===== src/rtl/fp_pkg.sv =====
// Shared types and widths for the FP add/sub normalization datapath.
package fp_pkg;

  localparam int unsigned MANT_W  = 28;
  localparam int unsigned EXP_W   = 8;
  localparam int unsigned LZ_W    = $clog2(MANT_W) + 1;
  localparam int unsigned EXPX_W  = EXP_W + 1;
  localparam int unsigned EXP_MAX = 255;

  typedef enum logic [1:0] {
    ZERO,
    RIGHT1,
    LEFT
  } shift_cls_e;

  // Stage-1 payload: decoded shift class plus the already-adjusted exponent.
  typedef struct packed {
    logic              sign;
    shift_cls_e        cls;
    logic [LZ_W-1:0]   sh;
    logic [EXP_W-1:0]  exp;
    logic [MANT_W-1:0] mant;
    logic              ovf;
    logic              unf;
    logic              flush;
  } s1_payload_t;

  typedef struct packed {
    logic              sign;
    logic [EXP_W-1:0]  exp;
    logic [MANT_W-2:0] mant;
    logic              ovf;
    logic              unf;
  } norm_out_t;

endpackage


===== src/rtl/fp_lshift_sticky.sv =====
// Logarithmic barrel shifter: left shift, or right shift with the shifted-out
// bits ORed into the LSB so the sticky information survives.
module fp_lshift_sticky #(
  parameter int unsigned W     = 28,
  parameter int unsigned SH_W  = 5,
  parameter int unsigned OUT_W = 27
) (
  input  logic [W-1:0]     i_data,
  input  logic [SH_W-1:0]  i_shamt,
  input  logic             i_right,
  output logic [OUT_W-1:0] o_data
);

  logic [W-1:0] x;
  logic [W-1:0] mask;
  logic         lost;

  always_comb begin
    x    = i_data;
    mask = '0;
    lost = 1'b0;
    for (int k = 0; k < int'(SH_W); k++) begin
      if (i_shamt[k]) begin
        if (i_right) begin
          mask = (W'(1) << (1 << k)) - W'(1);
          lost = |(x & mask);
          x    = (x >> (1 << k)) | W'(lost);
        end else begin
          x = x << (1 << k);
        end
      end
    end
    o_data = x[OUT_W-1:0];
  end

endmodule


===== src/rtl/fp_norm_shift.sv =====
// Two-stage elastic normalization stage of the FP add/sub datapath.
// Define FP_NORM_DENORM_EN for gradual underflow; otherwise underflow flushes to zero.
module fp_norm_shift
  import fp_pkg::*;
(
  input  logic              i_clk,
  input  logic              i_rst_n,
  input  logic              i_valid,
  output logic              o_ready,
  input  logic              i_sign,
  input  logic [EXP_W-1:0]  i_exp,
  input  logic [MANT_W-1:0] i_mant,
  input  logic [LZ_W-1:0]   i_lz_cnt,
  input  logic              i_zero,
  output logic              o_valid,
  input  logic              i_ready,
  output logic              o_sign,
  output logic [EXP_W-1:0]  o_exp,
  output logic [MANT_W-2:0] o_mant,
  output logic              o_overflow,
  output logic              o_underflow
);

  logic        valid1_q, valid1_d;
  logic        valid2_q, valid2_d;
  s1_payload_t s1_q, s1_d;
  norm_out_t   out_q, out_d;

  logic              stage_en1, stage_en2;
  logic [EXPX_W-1:0] exp_ext, exp_inc, sh_ext;
  logic [LZ_W-1:0]   sh_amt;
  logic              is_right;
  logic [MANT_W-2:0] shifted;

  assign stage_en2 = ~valid2_q | i_ready;
  assign stage_en1 = ~valid1_q | stage_en2;
  assign o_ready   = stage_en1;

  // Stage 1: classify the shift and settle the exponent at EXP_W+1 bits.
  always_comb begin
    exp_ext  = {1'b0, i_exp};
    exp_inc  = exp_ext + EXPX_W'(1);
    sh_ext   = (i_lz_cnt == '0) ? '0 : EXPX_W'(i_lz_cnt) - EXPX_W'(1);
    valid1_d = valid1_q;
    s1_d     = s1_q;
    if (stage_en1) begin
      valid1_d = i_valid;
      if (i_valid) begin
        s1_d      = '0;
        s1_d.sign = i_sign;
        s1_d.mant = i_mant;
        s1_d.cls  = LEFT;
        if (i_exp == EXP_W'(EXP_MAX)) begin
          s1_d.exp = i_exp;
          s1_d.ovf = 1'b1;
        end else if (i_zero) begin
          s1_d.cls = ZERO;
        end else if (i_mant[MANT_W-1]) begin
          s1_d.cls = RIGHT1;
          if (exp_inc >= EXPX_W'(EXP_MAX)) begin
            s1_d.exp   = EXP_W'(EXP_MAX);
            s1_d.ovf   = 1'b1;
            s1_d.flush = 1'b1;
          end else begin
            s1_d.exp = exp_inc[EXP_W-1:0];
          end
        end else if (exp_ext > sh_ext) begin
          s1_d.sh  = sh_ext[LZ_W-1:0];
          s1_d.exp = EXP_W'(exp_ext - sh_ext);
        end else begin
          s1_d.unf = 1'b1;
`ifdef FP_NORM_DENORM_EN
          s1_d.sh  = (i_exp == '0) ? '0 : LZ_W'(i_exp - EXP_W'(1));
`else
          s1_d.flush = 1'b1;
`endif
        end
      end
    end
  end

  assign is_right = (s1_q.cls == RIGHT1);
  assign sh_amt   = is_right ? LZ_W'(1) : s1_q.sh;

  fp_lshift_sticky #(
    .W     (MANT_W),
    .SH_W  (LZ_W),
    .OUT_W (MANT_W - 1)
  ) u_shift (
    .i_data  (s1_q.mant),
    .i_shamt (sh_amt),
    .i_right (is_right),
    .o_data  (shifted)
  );

  // Stage 2: register the shifted mantissa and flags.
  always_comb begin
    valid2_d = valid2_q;
    out_d    = out_q;
    if (stage_en2) begin
      valid2_d = valid1_q;
      if (valid1_q) begin
        out_d.sign = s1_q.sign;
        out_d.exp  = s1_q.exp;
        out_d.ovf  = s1_q.ovf;
        out_d.unf  = s1_q.unf;
        out_d.mant = ((s1_q.cls == ZERO) || s1_q.flush) ? '0 : shifted;
      end
    end
  end

  always_ff @(posedge i_clk or negedge i_rst_n) begin
    if (!i_rst_n) begin
      valid1_q <= 1'b0;
      valid2_q <= 1'b0;
      s1_q     <= '0;
      out_q    <= '0;
    end else begin
      valid1_q <= valid1_d;
      valid2_q <= valid2_d;
      s1_q     <= s1_d;
      out_q    <= out_d;
    end
  end

  assign o_valid     = valid2_q;
  assign o_sign      = out_q.sign;
  assign o_exp       = out_q.exp;
  assign o_mant      = out_q.mant;
  assign o_overflow  = out_q.ovf;
  assign o_underflow = out_q.unf;

endmodule


===== config.mk =====
export PLATFORM = sky130hd
export DESIGN_NAME = fp_norm_shift
export DESIGN_NICKNAME = d
export VERILOG_FILES = /design/src/rtl/fp_pkg.sv /design/src/rtl/fp_lshift_sticky.sv /design/src/rtl/fp_norm_shift.sv
export SDC_FILE = /design/constraint.sdc
export NUM_CORES = 1
export LEC_CHECK = 0
export ABC_AREA = 1
export CAP_MARGIN = 20
export CORE_AREA = 2 2 106 108
export CTS_BUF_LIST = sky130_fd_sc_hd__clkbuf_4 sky130_fd_sc_hd__clkbuf_8 sky130_fd_sc_hd__clkbuf_16
export DETAILED_ROUTE_END_ITERATION = 12
export DIE_AREA = 0 0 108 110
export GPL_ROUTABILITY_DRIVEN = 0
export GPL_TIMING_DRIVEN = 0
export PLACE_DENSITY = 0.82
export SLEW_MARGIN = 20
export SYNTH_ARGS = -nofsm -noshare
export SYNTH_HDL_FRONTEND = slang
export SYNTH_SLANG_ARGS = --single-unit

===== constraint.sdc =====
create_clock -name i_clk -period 2.1 [get_ports i_clk]
set_clock_uncertainty 0.1 [all_clocks]
set_input_delay 0.63 -clock i_clk [delete_from_list [all_inputs] [get_ports i_clk]]
set_output_delay 0.63 -clock i_clk [all_outputs]
set_load 0.1 [all_outputs]

==> results.sh <==
export IMPL_placedCellCount=1088
export IMPL_dp_hpwl_um=12800
export IMPL_synth_cell_type_count=40
export IMPL_ff2ff_path_depth=9
export IMPL_crit_type="in -> reg"
export IMPL_violations="setup timing"
export IMPL_start_kind="primary input"
export IMPL_p_clk_frac=0.165
export IMPL_power_w=0.00739
export IMPL_remaining_drc_errors=0
export IMPL_netSwitchingFraction=0.518
export IMPL_core_area_um2=10700
export IMPL_avgSynthCellArea_um2=6.68
export IMPL_internal_power_w=0.00356
export IMPL_end_kind="flip-flop"
export IMPL_h_tree_depth=3
export IMPL_synthSimpleGateAreaFrac=0.372
export IMPL_synth_xor_xnor_area_share=0.00611
export IMPL_final_max_slew_violation_count=0
export IMPL_ant_nets=0
export IMPL_power_density_nw_per_um2=975
export IMPL_firstDrtPassIters=6
export IMPL_r2r_start="s1_q[46]$_DFFE_PN0P_"
export IMPL_pre_cts_slack_ps=-1510
export IMPL_cap_viol_max_count=0
export IMPL_die_h_um=110
export IMPL_yosysTopAreaCellShare=0.384
export IMPL_area_growth_pct=32.2
export IMPL_synth_common_cells="nand2_1, nand3_1, dfrtp_1"
export IMPL_io_pins=88
export IMPL_hold_viol_final=0
export IMPL_dr_first_iter_drc_count=566
export IMPL_instances_no_fill=1127
export IMPL_netlist_instances=858
export IMPL_cp_required_ps=2270
export IMPL_antenna_found_initial=0
export IMPL_power_leakage_nw=3.82
export IMPL_r2r_end="o_mant[25]$_DFFE_PN0P_"
export IMPL_synthTopCellsByArea="dfrtp_1, nand2_1, nand3_1"
export IMPL_setup_slack_ps=-475
export IMPL_die_w_um=108
export IMPL_via_per_inst=5.73
export IMPL_synth_top_family_by_area="simple AND/OR/NAND/NOR gates"
export IMPL_combPwrFrac=0.531
export IMPL_initial_utilization=0.536
export IMPL_postPlaceCellArea_um2=6920
export IMPL_synth_seq_area_share=0.384
export IMPL_grt_setup_unrepaired="true"
export IMPL_worst_pin_slew_ps=608
export IMPL_synth_edff_count=0
export IMPL_nets=1043
export IMPL_drt_total_wl_um=17800
export IMPL_max_vdd_ir_drop_v=0.000773
export IMPL_fmax_mhz=388
export IMPL_synthFlopType="dfrtp_1"
export IMPL_syn_area_um2=5730
export IMPL_ctsHoldBuffers=0
export IMPL_status="finished with violations"
export IMPL_synthMuxAreaShare=0
export IMPL_num_rows=38
export IMPL_die_area_um2=11900
export IMPL_yosysMostFrequentCell="nand2_1"
export IMPL_fin_crit_ps=2570
export IMPL_hold_class="in -> async"
export IMPL_synth_compound_area_frac=0.123
export IMPL_nFillCells=891
export IMPL_io_buffers=87
export IMPL_track_usage=0.308
export IMPL_critPathArrivalTime_ps=2740
export IMPL_synth_area_leader_cell="dfrtp_1"
export IMPL_ys_ff_latch=88
export IMPL_grt_max_degree=60
export IMPL_insertion_delay_ps=370
export IMPL_final_layout_size_suffix_gt1_frac=0.191
export IMPL_ys_async_sr_fraction=1.00
export IMPL_r2r_slack_ps=100
export IMPL_cts_tree="done"
export IMPL_post_route_period_util=1.23
export IMPL_grt_ovfl_total=0
export IMPL_clockRootBuffer="clkbuf_8"
export IMPL_yosysWarnings=0
export IMPL_whs_ps=75.2
export IMPL_grt_pass1_vias=6009
export IMPL_final_area_um2=7580
export IMPL_path_clk_slew_ps=90
export IMPL_relSlewSlack=0.595
export IMPL_setup_violations=16
export IMPL_synthAdderAreaFrac=0.0297
export IMPL_numClockSinks=88
export IMPL_p_sw_w=0.00382
export IMPL_grt_pass1_wl_um=28700
export IMPL_wl_per_cell_um=15.8
export IMPL_path_max_fanout=6
export IMPL_clock_path_buffers=2
export IMPL_vias=6457
export IMPL_n_antenna_cell=0
export IMPL_numCtsBuffers=9
export IMPL_sequentialPowerShare=0.304
-- area by class of cell --
class / instances / area [um^2] / share of cell area
well taps: 140 / 175 / 0.0231
multi-input cells: 655 / 3340 / 0.441
clock buffers: 9 / 124 / 0.0164
plain buffers: 37 / 204 / 0.0269
repair buffers: 112 / 1130 / 0.149
inverters: 79 / 324 / 0.0428
clock inverters: 7 / 75.1 / 0.00991
flip-flops and latches: 88 / 2200 / 0.291
-- stage by stage --
step / utilization / setup TNS (ps)
after floorplan: - / -6300
after global placement: 0.644 / -301910
after detailed placement: 0.646 / -57750
after CTS: 0.694 / -4740
after global routing: 0.708 / -8940
final: 0.708 / -6820
-- how the worst max path moves through the flow --
stage / from / cells after the start / end / slack, ps
finish: i_lz_cnt[1] / 18 / s1_q[33]$_DFFE_PN0P_ / -470
global route: i_lz_cnt[3] / 17 / s1_q[36]$_DFFE_PN0P_ / -610
CTS: i_lz_cnt[3] / 15 / s1_q[37]$_DFFE_PN0P_ / -360
detailed placement: i_lz_cnt[1] / 19 / s1_q[37]$_DFFE_PN0P_ / -1510
global placement: i_rst_n / 1 / o_valid$_DFFE_PN0P_ / -3100
floorplan: i_lz_cnt[1] / 17 / s1_q[32]$_DFFE_PN0P_ / -480
-- cell families after synthesis --
logic type,after synthesis
fa+ha+maj,13
xor+xnor,4
simple gates,507
compound gates,128
buf+inv,117
flops,88
other cells,1
-- cells in the final DEF, fill, tap and decap left out, types with 3 or more instances in the layout --
cell type          n
dlygate4sd2_1      5
nand2_2           12
o21ai_2            6
dfrtp_1           87
nand3_1          107
o211ai_1           3
inv_2              8
nand4_1           11
nor2_1            36
a21oi_1           17
a21oi_2            6
nand2_4            3
nand3_2            9
clkdlybuf4s50_1   34
buf_4             25
o31ai_2            3
buf_2             13
ha_4               3
conb_1             3
inv_4              3
buf_6              6
nor3_2             3
o21ai_0           50
clkbuf_8           9
nor3_1             4
ha_1               7
nor2_2             5
inv_6              3
inv_1             66
o21ai_1           25
nor2_4             4
nand2_1          305
o2111ai_1          5
clkdlybuf4s15_2   38
clkbuf_2           7
clkbuf_1          11
-- what timing repair did --
item,in CTS,in global routing
hold endpoints to repair,0,0
buffers inserted,17,7
setup endpoints to repair,105,40
gates resized for setup,194,45
pin swaps,23,19
-- sequential cells by signal, summed over array words and instances, names as in the netlist --
signal       flops
s1_q            48
o_mant          27
o_exp            8
o_overflow       1
o_sign           1
o_underflow      1
o_valid          1
valid1_q         1
-- power groups by stage --
| stage | Sequential, W | Clock [W] | Combinational (W) |
|---|---|---|---|
| after floorplan | 0.00388 | 0 | 0.00116 |
| after global placement | 0.00227 | 0 | 0.00376 |
| after detailed placement | 0.00227 | 0 | 0.00380 |
| after CTS | 0.00224 | 0.00123 | 0.00382 |
| after global routing | 0.00229 | 0.00130 | 0.00417 |
| final | 0.00225 | 0.00122 | 0.00392 |
-- worst max-delay path, cell delays in order --
cell,delay (ps)
buf_12,90
inv_12,30
ha_4,160
nand2_4,80
inv_4,40
or2_4,230
o21ai_2,170
nand2_2,100
ha_4,290
nand2_2,60
nor3_2,120
nand4_1,210
nand2_4,180
nor2_4,70
nand2_1,60
nand3_1,70
nand2_1,70
nand2_1,50
-- routing by layer --
layer	track usage	part of all wire	vias to the layer above
li1	-	-	3042
met1	0.400	0.41	2988
met2	0.508	0.48	368
met3	0.0570	0.079	59
met4	0.133	0.035	0
met5	0	0	-
Power figures use the tool's default switching activity.
